## src/rtl/decode_rename_pkg.sv

```systemverilog
// Shared types and constants for the decode/rename stage pair.
package decode_rename_pkg;

    localparam int unsigned NUM_ARCH = 32;
    localparam int unsigned NUM_PHYS = 64;
    localparam int unsigned PW       = $clog2(NUM_PHYS);
    localparam int unsigned AW       = $clog2(NUM_ARCH);
    localparam int unsigned FL_DEPTH = NUM_PHYS - NUM_ARCH;

    localparam logic [6:0] OP_R     = 7'b0110011;
    localparam logic [6:0] OP_I     = 7'b0010011;
    localparam logic [6:0] OP_LOAD  = 7'b0000011;
    localparam logic [6:0] OP_STORE = 7'b0100011;

    typedef enum logic [2:0] {
        ALU_ADD = 3'd0,
        ALU_SUB = 3'd1,
        ALU_XOR = 3'd2,
        ALU_AND = 3'd3,
        ALU_SRA = 3'd4
    } alu_op_e;

    typedef struct packed {
        logic [31:0]   instr;
        logic [6:0]    opcode;
        alu_op_e       alu_op;
        logic [31:0]   imm;
        logic          use_imm;
        logic          is_load;
        logic          is_store;
        logic [PW-1:0] ps1;
        logic [PW-1:0] ps2;
        logic [PW-1:0] pd;
        logic [PW-1:0] old_pd;
        logic          writes_rd;
        logic          illegal;
    } renamed_uop_t;

endpackage

```

## src/rtl/decode_rename_if.sv

```systemverilog
// Fetch-in, dispatch-out and retire-free signals of the decode/rename stage.
interface decode_rename_if;
    import decode_rename_pkg::*;

    logic          in_valid;
    logic [31:0]   in_instr;
    logic          in_ready;
    logic          out_valid;
    logic          out_ready;
    logic [31:0]   out_instr;
    logic [6:0]    out_opcode;
    alu_op_e       out_alu_op;
    logic [31:0]   out_imm;
    logic          out_use_imm;
    logic          out_is_load;
    logic          out_is_store;
    logic [PW-1:0] out_ps1;
    logic [PW-1:0] out_ps2;
    logic [PW-1:0] out_pd;
    logic [PW-1:0] out_old_pd;
    logic          out_writes_rd;
    logic          out_illegal;
    logic          free_valid;
    logic [PW-1:0] free_preg;

    modport master (
        output in_valid, in_instr, out_ready, free_valid, free_preg,
        input  in_ready, out_valid, out_instr, out_opcode, out_alu_op, out_imm,
               out_use_imm, out_is_load, out_is_store, out_ps1, out_ps2,
               out_pd, out_old_pd, out_writes_rd, out_illegal
    );

    modport slave (
        input  in_valid, in_instr, out_ready, free_valid, free_preg,
        output in_ready, out_valid, out_instr, out_opcode, out_alu_op, out_imm,
               out_use_imm, out_is_load, out_is_store, out_ps1, out_ps2,
               out_pd, out_old_pd, out_writes_rd, out_illegal
    );

endinterface

```

## src/rtl/decode_rename_free_list.sv

```systemverilog
// Circular FIFO of free physical registers; resets holding p32..p63 in order.
module decode_rename_free_list
    import decode_rename_pkg::*;
#(
    localparam int unsigned FW = $clog2(FL_DEPTH),
    localparam int unsigned CW = FW + 1
) (
    input  logic          clk,
    input  logic          rst_n,
    input  logic          i_pop,
    input  logic          i_push,
    input  logic [PW-1:0] i_push_preg,
    output logic [PW-1:0] o_head_c,
    output logic [CW-1:0] o_count
);

    logic [PW-1:0] r_mem [FL_DEPTH];
    logic [FW-1:0] r_head;
    logic [FW-1:0] r_tail;
    logic [CW-1:0] r_count;
    logic          w_push;
    logic          w_pop;

    // p0 is the hardwired x0 mapping and must never re-enter the list
    assign w_push   = i_push && (i_push_preg != '0) && (r_count != CW'(FL_DEPTH));
    assign w_pop    = i_pop && (r_count != '0);
    assign o_head_c = r_mem[r_head];
    assign o_count  = r_count;

    always_ff @(posedge clk or negedge rst_n) begin
        if (!rst_n) begin
            for (int i = 0; i < int'(FL_DEPTH); i++) begin
                r_mem[i] <= PW'(int'(NUM_ARCH) + i);
            end
            r_head  <= '0;
            r_tail  <= '0;
            r_count <= CW'(FL_DEPTH);
        end else begin
            if (w_pop) begin
                r_head <= r_head + FW'(1);
            end
            if (w_push) begin
                r_mem[r_tail] <= i_push_preg;
                r_tail        <= r_tail + FW'(1);
            end
            case ({w_push, w_pop})
                2'b10:   r_count <= r_count + CW'(1);
                2'b01:   r_count <= r_count - CW'(1);
                default: r_count <= r_count;
            endcase
        end
    end

    a_no_push_when_full: assert property (@(posedge clk) disable iff (!rst_n)
        !(i_push && (i_push_preg != '0) && (r_count == CW'(FL_DEPTH))));

endmodule

```

## src/rtl/decode_rename.sv

```systemverilog
// Decode of the RV32I subset plus RAT/free-list rename, one registered micro-op per cycle.
module decode_rename
    import decode_rename_pkg::*;
(
    input  logic            clk,
    input  logic            rst_n,
    decode_rename_if.slave  bus
);

    function automatic renamed_uop_t decode(input logic [31:0] instr);
        renamed_uop_t u;
        logic [6:0]   f7;
        logic [2:0]   f3;
        f7         = instr[31:25];
        f3         = instr[14:12];
        u          = '0;
        u.instr    = instr;
        u.opcode   = instr[6:0];
        u.alu_op   = ALU_ADD;
        u.illegal  = 1'b1;
        case (instr[6:0])
            OP_R: begin
                u.illegal = 1'b0;
                if      (f7 == 7'b0000000 && f3 == 3'b000) u.alu_op = ALU_ADD;
                else if (f7 == 7'b0100000 && f3 == 3'b000) u.alu_op = ALU_SUB;
                else if (f7 == 7'b0000000 && f3 == 3'b100) u.alu_op = ALU_XOR;
                else if (f7 == 7'b0100000 && f3 == 3'b101) u.alu_op = ALU_SRA;
                else                                       u.illegal = 1'b1;
            end
            OP_I: begin
                if (f3 == 3'b000 || f3 == 3'b111) begin
                    u.illegal = 1'b0;
                    u.alu_op  = (f3 == 3'b111) ? ALU_AND : ALU_ADD;
                    u.use_imm = 1'b1;
                    u.imm     = {{20{instr[31]}}, instr[31:20]};
                end
            end
            OP_LOAD: begin
                if (f3 == 3'b010) begin
                    u.illegal = 1'b0;
                    u.is_load = 1'b1;
                    u.use_imm = 1'b1;
                    u.imm     = {{20{instr[31]}}, instr[31:20]};
                end
            end
            OP_STORE: begin
                if (f3 == 3'b010) begin
                    u.illegal  = 1'b0;
                    u.is_store = 1'b1;
                    u.use_imm  = 1'b1;
                    u.imm      = {{20{instr[31]}}, instr[31:25], instr[11:7]};
                end
            end
            default: u.illegal = 1'b1;
        endcase
        return u;
    endfunction

    localparam int unsigned CW = $clog2(FL_DEPTH) + 1;

    logic [PW-1:0] r_rat [NUM_ARCH];
    renamed_uop_t  r_uop;
    logic          r_valid;
    renamed_uop_t  w_dec;
    renamed_uop_t  w_uop;
    logic [AW-1:0] w_rd;
    logic [AW-1:0] w_rs1;
    logic [AW-1:0] w_rs2;
    logic          w_writes_rd;
    logic          w_i_type;
    logic          w_in_ready;
    logic          w_accept;
    logic [PW-1:0] w_fl_head;
    logic [CW-1:0] w_fl_count;

    assign w_dec       = decode(bus.in_instr);
    assign w_rd        = bus.in_instr[11:7];
    assign w_rs1       = bus.in_instr[19:15];
    assign w_rs2       = bus.in_instr[24:20];
    assign w_writes_rd = !w_dec.illegal && !w_dec.is_store && (w_rd != '0);
    assign w_i_type    = w_dec.use_imm && !w_dec.is_store;
    assign w_in_ready  = (!r_valid || bus.out_ready) && !(w_writes_rd && (w_fl_count == '0));
    assign w_accept    = bus.in_valid && w_in_ready;

    // Rename lookup reads the pre-update RAT so rd==rs sees the old mapping
    always_comb begin
        w_uop           = w_dec;
        w_uop.ps1       = r_rat[w_rs1];
        w_uop.ps2       = w_i_type ? '0 : r_rat[w_rs2];
        w_uop.writes_rd = w_writes_rd;
        w_uop.pd        = w_writes_rd ? w_fl_head : '0;
        w_uop.old_pd    = w_writes_rd ? r_rat[w_rd] : '0;
    end

    decode_rename_free_list u_free_list (
        .clk         (clk),
        .rst_n       (rst_n),
        .i_pop       (w_accept && w_writes_rd),
        .i_push      (bus.free_valid),
        .i_push_preg (bus.free_preg),
        .o_head_c    (w_fl_head),
        .o_count     (w_fl_count)
    );

    // x0 is never a rename target, so RAT[0] stays at its reset value of 0
    always_ff @(posedge clk or negedge rst_n) begin
        if (!rst_n) begin
            for (int i = 0; i < int'(NUM_ARCH); i++) begin
                r_rat[i] <= PW'(i);
            end
        end else if (w_accept && w_writes_rd) begin
            r_rat[w_rd] <= w_fl_head;
        end
    end

    always_ff @(posedge clk or negedge rst_n) begin
        if (!rst_n) begin
            r_valid <= 1'b0;
            r_uop   <= '0;
        end else if (w_accept) begin
            r_valid <= 1'b1;
            r_uop   <= w_uop;
        end else if (bus.out_ready) begin
            r_valid <= 1'b0;
        end
    end

    assign bus.in_ready      = w_in_ready;
    assign bus.out_valid     = r_valid;
    assign bus.out_instr     = r_uop.instr;
    assign bus.out_opcode    = r_uop.opcode;
    assign bus.out_alu_op    = r_uop.alu_op;
    assign bus.out_imm       = r_uop.imm;
    assign bus.out_use_imm   = r_uop.use_imm;
    assign bus.out_is_load   = r_uop.is_load;
    assign bus.out_is_store  = r_uop.is_store;
    assign bus.out_ps1       = r_uop.ps1;
    assign bus.out_ps2       = r_uop.ps2;
    assign bus.out_pd        = r_uop.pd;
    assign bus.out_old_pd    = r_uop.old_pd;
    assign bus.out_writes_rd = r_uop.writes_rd;
    assign bus.out_illegal   = r_uop.illegal;

endmodule

```

## src/flat_wrapper.sv

```systemverilog
// flat-port wrapper written by rule: the top's interface ports become plain ports
module decode_rename_flat import decode_rename_pkg::*;
  (clk, rst_n, bus_in_valid, bus_in_instr, bus_out_ready, bus_free_valid, bus_free_preg, bus_in_ready, bus_out_valid, bus_out_instr, bus_out_opcode, bus_out_alu_op, bus_out_imm, bus_out_use_imm, bus_out_is_load, bus_out_is_store, bus_out_ps1, bus_out_ps2, bus_out_pd, bus_out_old_pd, bus_out_writes_rd, bus_out_illegal);
  decode_rename_if bus_i ();
  input  logic clk;
  input  logic rst_n;
  input wire logic [$bits(bus_i.in_valid)-1:0] bus_in_valid;
  input wire logic [$bits(bus_i.in_instr)-1:0] bus_in_instr;
  input wire logic [$bits(bus_i.out_ready)-1:0] bus_out_ready;
  input wire logic [$bits(bus_i.free_valid)-1:0] bus_free_valid;
  input wire logic [$bits(bus_i.free_preg)-1:0] bus_free_preg;
  output wire logic [$bits(bus_i.in_ready)-1:0] bus_in_ready;
  output wire logic [$bits(bus_i.out_valid)-1:0] bus_out_valid;
  output wire logic [$bits(bus_i.out_instr)-1:0] bus_out_instr;
  output wire logic [$bits(bus_i.out_opcode)-1:0] bus_out_opcode;
  output wire logic [$bits(bus_i.out_alu_op)-1:0] bus_out_alu_op;
  output wire logic [$bits(bus_i.out_imm)-1:0] bus_out_imm;
  output wire logic [$bits(bus_i.out_use_imm)-1:0] bus_out_use_imm;
  output wire logic [$bits(bus_i.out_is_load)-1:0] bus_out_is_load;
  output wire logic [$bits(bus_i.out_is_store)-1:0] bus_out_is_store;
  output wire logic [$bits(bus_i.out_ps1)-1:0] bus_out_ps1;
  output wire logic [$bits(bus_i.out_ps2)-1:0] bus_out_ps2;
  output wire logic [$bits(bus_i.out_pd)-1:0] bus_out_pd;
  output wire logic [$bits(bus_i.out_old_pd)-1:0] bus_out_old_pd;
  output wire logic [$bits(bus_i.out_writes_rd)-1:0] bus_out_writes_rd;
  output wire logic [$bits(bus_i.out_illegal)-1:0] bus_out_illegal;
  assign bus_i.in_valid = bus_in_valid;
  assign bus_i.in_instr = bus_in_instr;
  assign bus_i.out_ready = bus_out_ready;
  assign bus_i.free_valid = bus_free_valid;
  assign bus_i.free_preg = bus_free_preg;
  assign bus_in_ready = bus_i.in_ready;
  assign bus_out_valid = bus_i.out_valid;
  assign bus_out_instr = bus_i.out_instr;
  assign bus_out_opcode = bus_i.out_opcode;
  assign bus_out_alu_op = bus_i.out_alu_op;
  assign bus_out_imm = bus_i.out_imm;
  assign bus_out_use_imm = bus_i.out_use_imm;
  assign bus_out_is_load = bus_i.out_is_load;
  assign bus_out_is_store = bus_i.out_is_store;
  assign bus_out_ps1 = bus_i.out_ps1;
  assign bus_out_ps2 = bus_i.out_ps2;
  assign bus_out_pd = bus_i.out_pd;
  assign bus_out_old_pd = bus_i.out_old_pd;
  assign bus_out_writes_rd = bus_i.out_writes_rd;
  assign bus_out_illegal = bus_i.out_illegal;
  decode_rename u_core (.clk(clk), .rst_n(rst_n), .bus(bus_i));
endmodule
```

## config.mk

```make
export PLATFORM = sky130hd
export DESIGN_NAME = decode_rename_flat
export DESIGN_NICKNAME = d
export VERILOG_FILES = /design/src/rtl/decode_rename_pkg.sv /design/src/rtl/decode_rename_if.sv /design/src/rtl/decode_rename_free_list.sv /design/src/rtl/decode_rename.sv /design/src/flat_wrapper.sv
export SDC_FILE = /design/constraint.sdc
export NUM_CORES = 1
export LEC_CHECK = 0
export CAP_MARGIN = 30
export CORE_UTILIZATION = 55
export DETAILED_ROUTE_END_ITERATION = 7
export PLACE_DENSITY = 0.85
export RECOVER_POWER = 25
export SYNTH_ARGS = -nofsm -noshare
export SYNTH_HDL_FRONTEND = slang
export SYNTH_SLANG_ARGS = --single-unit
```

## constraint.sdc

```tcl
create_clock -name clk -period 3.3 [get_ports clk]
set_input_delay 0.825 -clock clk [delete_from_list [all_inputs] [get_ports clk]]
set_output_delay 0.825 -clock clk [all_outputs]
set_load 0.05 [all_outputs]
```

==> results of run 1 <==
==> flip-flops by register name, summed over array words and instances, names as in the netlist <==
signal                      count
u_core.r_rat                  192
u_core.bus.out_ps2              6
u_core.u_free_list.r_mem      192
u_core.bus.out_valid            1
u_core.u_free_list.r_head       5
u_core.bus.out_ps1              6
u_core.bus.out_illegal          1
u_core.bus.out_use_imm          1
u_core.bus.out_pd               6
u_core.bus.out_instr           26
u_core.bus.out_old_pd           6
u_core.bus.out_is_store         1
u_core.bus.out_opcode           6
u_core.bus.out_alu_op           3
u_core.bus.out_writes_rd        1
u_core.u_free_list.r_tail       5
u_core.bus.out_is_load          1
u_core.u_free_list.o_count      6
u_core.bus.out_imm             12
==> cell usage after synthesis, types with 4 or more instances <==
library cell  number
a22oi_1           11
a22o_1            14
a211o_1            4
nor3_1            12
o22a_1             6
nand2b_1           9
mux2i_1           68
xnor2_1            5
nor4b_4           14
or3_1              8
nor4_1             9
inv_1             22
mux4_2           168
dfrtp_1          284
a211oi_1          14
mux2_2           460
buf_1             25
a31oi_1            6
nor4_4            17
buf_4             31
nand2_1           61
dfstp_2          193
nand3_1            4
nand3b_1           7
nor2b_1           18
o21ai_0            4
nor3b_1            8
ha_1               8
xor2_1            11
a21o_1             5
or2_2              7
clkbuf_1          86
buf_6              5
o22ai_1           44
o221ai_1           4
a21oi_1           16
nor2_1            16
buf_2             21
or4_1              6
==> repair_timing <==
action                     4_1_cts  5_1_grt
setup endpoints to repair        2        2
setup buffers                    4        4
pin swaps                        8        8
gates resized for setup         26        8
==> final timing paths <==
path	start	to	slack, ns	depth (start not counted)
min	u_core.r_rat[188]	u_core.r_rat[188]	0.41	0
max	bus_in_instr[31]	bus_in_ready	-0.03	7
max in group asynchronous	rst_n	u_core.u_free_list.r_mem[177]	0.53	2
max reg2reg	u_core.u_free_list.o_count[2]	u_core.u_free_list.o_count[4]	0.16	13
min in group asynchronous	rst_n	u_core.bus.out_opcode[3]	0.73	1
min reg2reg	u_core.r_rat[188]	u_core.r_rat[188]	0.41	0
==> routing by layer <==
metal,vias up,track usage
met2,971,0.478
met4,6,0.114
met3,234,0.0855
met5,-,0.00208
li1,7138,-
met1,9090,0.392
==> area by class of cell <==
cell class / instances / share of cell area
multi-input cells: 1084 / 0.416
well taps: 600 / 0.0244
clock inverters: 22 / 0.00687
repair buffers: 337 / 0.110
flip-flops and latches: 477 / 0.396
clock buffers: 70 / 0.0447
inverters: 22 / 0.00268
==> critical path: stages <==
cell and delay [ns]:
dlygate4sd2_1 0.26, nor4_2 0.31, buf_4 0.19, a41oi_4 0.12, or3_4 0.44, o21a_4 0.23
buf_12 0.14
==> per-stage QoR <==
step	setup TNS [ns]	cell area [sq um]	setup slack [ns]	hold slack (ns)
floorplan	-1.87	25900	-0.535	0.455
global placement	-77.29	29100	-0.511	0.393
detailed placement	-88.08	29100	-0.627	0.404
CTS	0	30800	0.00620	0.215
global route	-0.0676	30800	-0.0676	0.446
finish	-0.0318	30800	-0.0318	0.412
==> logic make-up after synthesis <==
logic type / count (synthesis) / share of synthesized area
AOI/OAI and AO/OA: 146 / 0.0404
and+or+nand+nor: 215 / 0.0661
DFF: 477 / 0.473
buffers and inverters: 190 / 0.0347
xor gates and xnor gates: 16 / 0.00545
adders and majority gates: 8 / 0.00389
muxes: 699 / 0.376
==> power by group <==
| part | internal [mW] | switching (mW) |
|---|---|---|
| clock network | 3.09 | 2.42 |
| registers | 7.35 | 0.756 |
| logic | 2.24 | 2.35 |
| total | 12.7 | 5.52 |
==> reports/metrics.yaml, run 1 <==
layout:
  seq_area_sq_um: 12200
  num-fill-cells: 2899
  multiInputGateArea_sq_um: 12800
  drive_gt1_frac: 0.579
  final_cell_mix: "460 x mux2_2, 282 x dfrtp_1, 193 x dfstp_2"
  nNetsFinal: 2022
  final_common_cell: "mux2_2"
  antenna_cells: 0
  areaGrowthSynthToFinish_pct: 19.7
  layout.cells.non_filler: 2612
  postLayoutCoreUtil: 0.673
global_route:
  grt_max_degree: 86
  grt_pass1_wl_um: 109000
  grt_antenna_before_repair: 3
  grt_pass1_vias: 18000
  track_usage: 0.301
  grt_overflow_total: 0
clock_network:
  insertion_delay_ns: 0.62
  cts_tree: "yes"
  clk_pin_slew_ns: 0.06
  clk_path_buf_depth: 3
  hold_buffers: 0
  ctsRootBufferMaster: "clkbuf_16"
  numCtsBuffers: 49
  clkSinkCount: 477
  h-tree-depth: 2
logic_synthesis:
  synth_seq_area_share: 0.473
  postSynthCellCount: 1751
  synth_async_sr_flop_share: 1.00
  syn_nets: 1802
  synth_edf_count: 0
  ys_types: 64
  synth_area_leaders: "dfrtp_1 28%, mux2_2 20%, dfstp_2 20%"
  yosysTopAreaCell: "dfrtp_1"
  yosys_warnings: 0
  synth_area_per_cell_sq_um: 14.7
  synth_top_area_share: 0.276
  synth_ff_type: "dfrtp_1"
  syn_area_sq_um: 25700
  synth_seq_cells: 477
power:
  peakVddDrop_uv: 532
  power_mw: 18.2
  leakagePower_nw: 13.1
  power.density_nw_per_um2: 591
floorplan:
  die-area_sq_um: 47600
  die_h_um: 218
  core_sq_um: 45800
  pin_count: 148
  initial_core_util: 0.562
  std_cell_rows: 78
  die_w_um: 218
routing:
  num_vias: 17400
  drt_iter0_drc: 2151
  met3_length_um: 6870
  top_layer_used: "met5"
  wl_met2_um: 33600
  drc_errors: 12
  detail_route.first_pass.iterations: 8
  via_per_inst: 6.68
  finalWirelength_um: 70900
  ant_nets: 0
  wl_met1_um: 27400
  post_drt_wl_per_cell_um: 27.2
sta:
  skew_ns: 0.0238
  max_slew.worst_pin.slew_ns: 1.94
  fin_crit_ns: 3.33
  layout_setup_ws_ns: -0.0318
  finalMaxSlewViolations: 70
  fmax_ghz: 0.300
  fin_crit_sh: 1.01
  max_slew_margin: -0.296
  setup_violations: 1
  hold_viol: 0
worst_setup_path:
  cp-start-kind: "primary input"
  endpoint_kind: "primary output"
  critPathRequiredTime_ns: 2.47
  worstPathArrival_ns: 2.51
  worstPathMaxFanout: 3
  crit_type: "in2out"
placed_design:
  dp_hpwl_um: 47800
  dp_cells: 2512
  gp_congestion: 1.04
  io_buffers: 147
status:
  violations: "DRC, capacitance limit, slew limit, setup timing"
  status: "complete, but fails checks"
min_path:
  holdCritPathClass: "reg2reg"
run:
  max_cap_violations: 1
(Power assumes the default switching activity.)
==> run 2, diff against run 1 <==
Settings changed: CORE_UTILIZATION 55 to 56, CTS_BUF_LIST set to sky130_fd_sc_hd__clkbuf_8, PLACE_DENSITY 0.85 to 0.87.
==> run 2 against run 1 <==
The run ends with capacitance limit, slew limit left. Clock-buffer cell count grew 39. Setup slack gained 0.066 ns. Critical path depth shrank 1. Sequential share of layout area grew 0.48 points. Clock skew grew 0.017 ns. Power shrank 0.27%. Via count grew 1.1%. Critical path type unchanged. Critical endpoint unchanged. Largest cell class unchanged.
==> reports/metrics.yaml, run 2 (synthesis results as in run 1) <==
status:
  status: "complete, but fails checks"
  violations: "capacitance limit, slew limit"
sta:
  fin_crit_sh: 0.990
  fin_crit_ns: 3.27
  max_slew_margin: -0.226
  finalSetupTns_ns: 0
  hold_viol: 0
  rsz0062_at_grt: "false"
  finalMaxSlewViolations: 66
  setup_violations: 0
  skew_ns: 0.0408
  hold_ws_ns: 0.429
  fmax_ghz: 0.306
  max_slew.worst_pin.slew_ns: 1.84
floorplan:
  std_cell_rows: 78
  pin_count: 148
  die_w_um: 216
  core_sq_um: 45400
  die_h_um: 216
  die-area_sq_um: 46800
  initial_core_util: 0.567
layout:
  seq_area_sq_um: 12200
  multiInputGateArea_sq_um: 12800
  fin_area_sq_um: 30400
  areaGrowthSynthToFinish_pct: 18.2
  nNetsFinal: 2024
  final_common_cell: "mux2_2"
  num-fill-cells: 2920
  drive_gt1_frac: 0.577
  final_cell_mix: "460 x mux2_2, 282 x dfrtp_1, 193 x dfstp_2"
routing:
  num_vias: 17600
  ant_nets: 0
  drt_iter0_drc: 1867
  finalWirelength_um: 71200
  via_per_inst: 6.68
  detail_route.first_pass.iterations: 7
  post_drt_wl_per_cell_um: 27.0
  drc_errors: 0
placed_design:
  dp_hpwl_um: 47900
  io_buffers: 147
  dpl_cell_area_sq_um: 28700
  gp_congestion: 1.03
global_route:
  grt_max_degree: 91
  grt_antenna_before_repair: 2
  track_usage: 0.311
  grt_overflow_total: 0
  grt_pass1_vias: 18500
  grt_pass1_wl_um: 111000
worst_setup_path:
  worstPathArrival_ns: 2.44
  ff2ff_setup_slack_ns: 0.25
  path_cells: "clkdlybuf4s15_1, or3_4, or2_4, or3_4, o21a_4, buf_12"
  critPathTopFamily: "simple AND/OR/NAND/NOR gates"
  crit_path_top_delay_cell: "or3_4"
  crit_top_cell: "or3_4"
  rr_worst_depth: 10
  cpPeakStageDelay_ns: 0.41
  endpoint_kind: "primary output"
  r2r-end: "u_core.r_rat[183]"
  critPathBufInv: 2
  r2r-start: "u_core.u_free_list.o_count[3]"
  critPathRequiredTime_ns: 2.47
  worstPathMaxFanout: 2
  cp-start-kind: "primary input"
  crit_type: "in2out"
min_path:
  holdCritPathClass: "reg2reg"
  min_path_cells: 0
  hold_start: "u_core.r_rat[187]"
  hold_end: "u_core.r_rat[187]"
clock_network:
  ctsRootBufferMaster: "clkbuf_8"
  h-tree-depth: 3
  clk_pin_slew_ns: 0.07
  insertion_delay_ns: 0.68
  cts_tree: "yes"
  hold_buffers: 0
  clkSinkCount: 477
  numCtsBuffers: 79
  clk_path_buf_depth: 3
power:
  leakagePower_nw: 13.0
  power_mw: 18.2
  peakVddDrop_uv: 389
  power.density_nw_per_um2: 597
run:
  max_cap_violations: 1
==> run 2: cell types whose count changed in the layout (fill, tap and decap cells not counted), moves of 2 or more <==
| cell | previous run | this run |
|---|---|---|
| clkinv_2 | 17 | 5 |
| inv_6 | 0 | 2 |
| clkdlybuf4s15_1 | 5 | 2 |
| clkbuf_1 | 16 | 2 |
| clkbuf_16 | 49 | 0 |
| inv_1 | 22 | 48 |
| buf_12 | 41 | 21 |
| clkbuf_8 | 7 | 109 |
| buf_4 | 148 | 139 |
| dlygate4sd2_1 | 6 | 9 |
==> run 2: where the power goes <==
group / leakage, nW / total [mW] / internal (mW) / switching, mW
clock network: 0.978 / 5.50 / 3.03 / 2.47
logic: 6.27 / 4.58 / 2.15 / 2.43
registers: 5.77 / 8.07 / 7.35 / 0.718
==> run 2: per-layer routing <==
layer | part of all wire | up-vias | global-route usage
li1 | - | 7150 | -
met1 | 0.38 | 9170 | 0.408
met2 | 0.47 | 1090 | 0.484
met3 | 0.11 | 220 | 0.0894
met4 | 0.038 | 4 | 0.134
met5 | 0.00034 | - | 0
==> run 2: worst max path at each step <==
stage	endpoint	slack (ns)	start	cells after the start
after global placement	u_core.r_rat[147]	-0.44	bus_in_instr[27]	9
after CTS	bus_in_ready	0.02	bus_in_instr[0]	6
after floorplan	u_core.u_free_list.o_count[4]	-0.54	bus_in_instr[14]	17
final	bus_in_ready	0.03	bus_in_instr[6]	6
after global routing	bus_in_ready	0.007	bus_in_instr[31]	7
after detailed placement	u_core.r_rat[81]	-0.45	bus_in_instr[27]	8
==> run 2: final cells by class <==
class,count,area share
Antenna cell,1,0.0000823
Sequential cell,477,0.400
Multi-Input combinational cell,1084,0.420
Tap cell,600,0.0247
Timing Repair Buffer,309,0.0958
Inverter,22,0.00271
Clock buffer,109,0.0493
Clock inverter,37,0.00675
==> run 2: metrics by stage <==
stage	setup slack (ns)	util	cells
floorplan	-0.535	-	1751
detailed placement	-0.452	0.632	2487
CTS	0.0173	0.671	2638
global placement	-0.437	0.632	2487
global route	0.00747	0.670	2638
finish	0.0346	0.670	2639
==> run 2: what timing repair did <==
action	in CTS	in global routing
buffers inserted	5	0
setup endpoints to repair	1	1
gates resized for setup	21	4
pin swaps	9	3
cloned	0	0
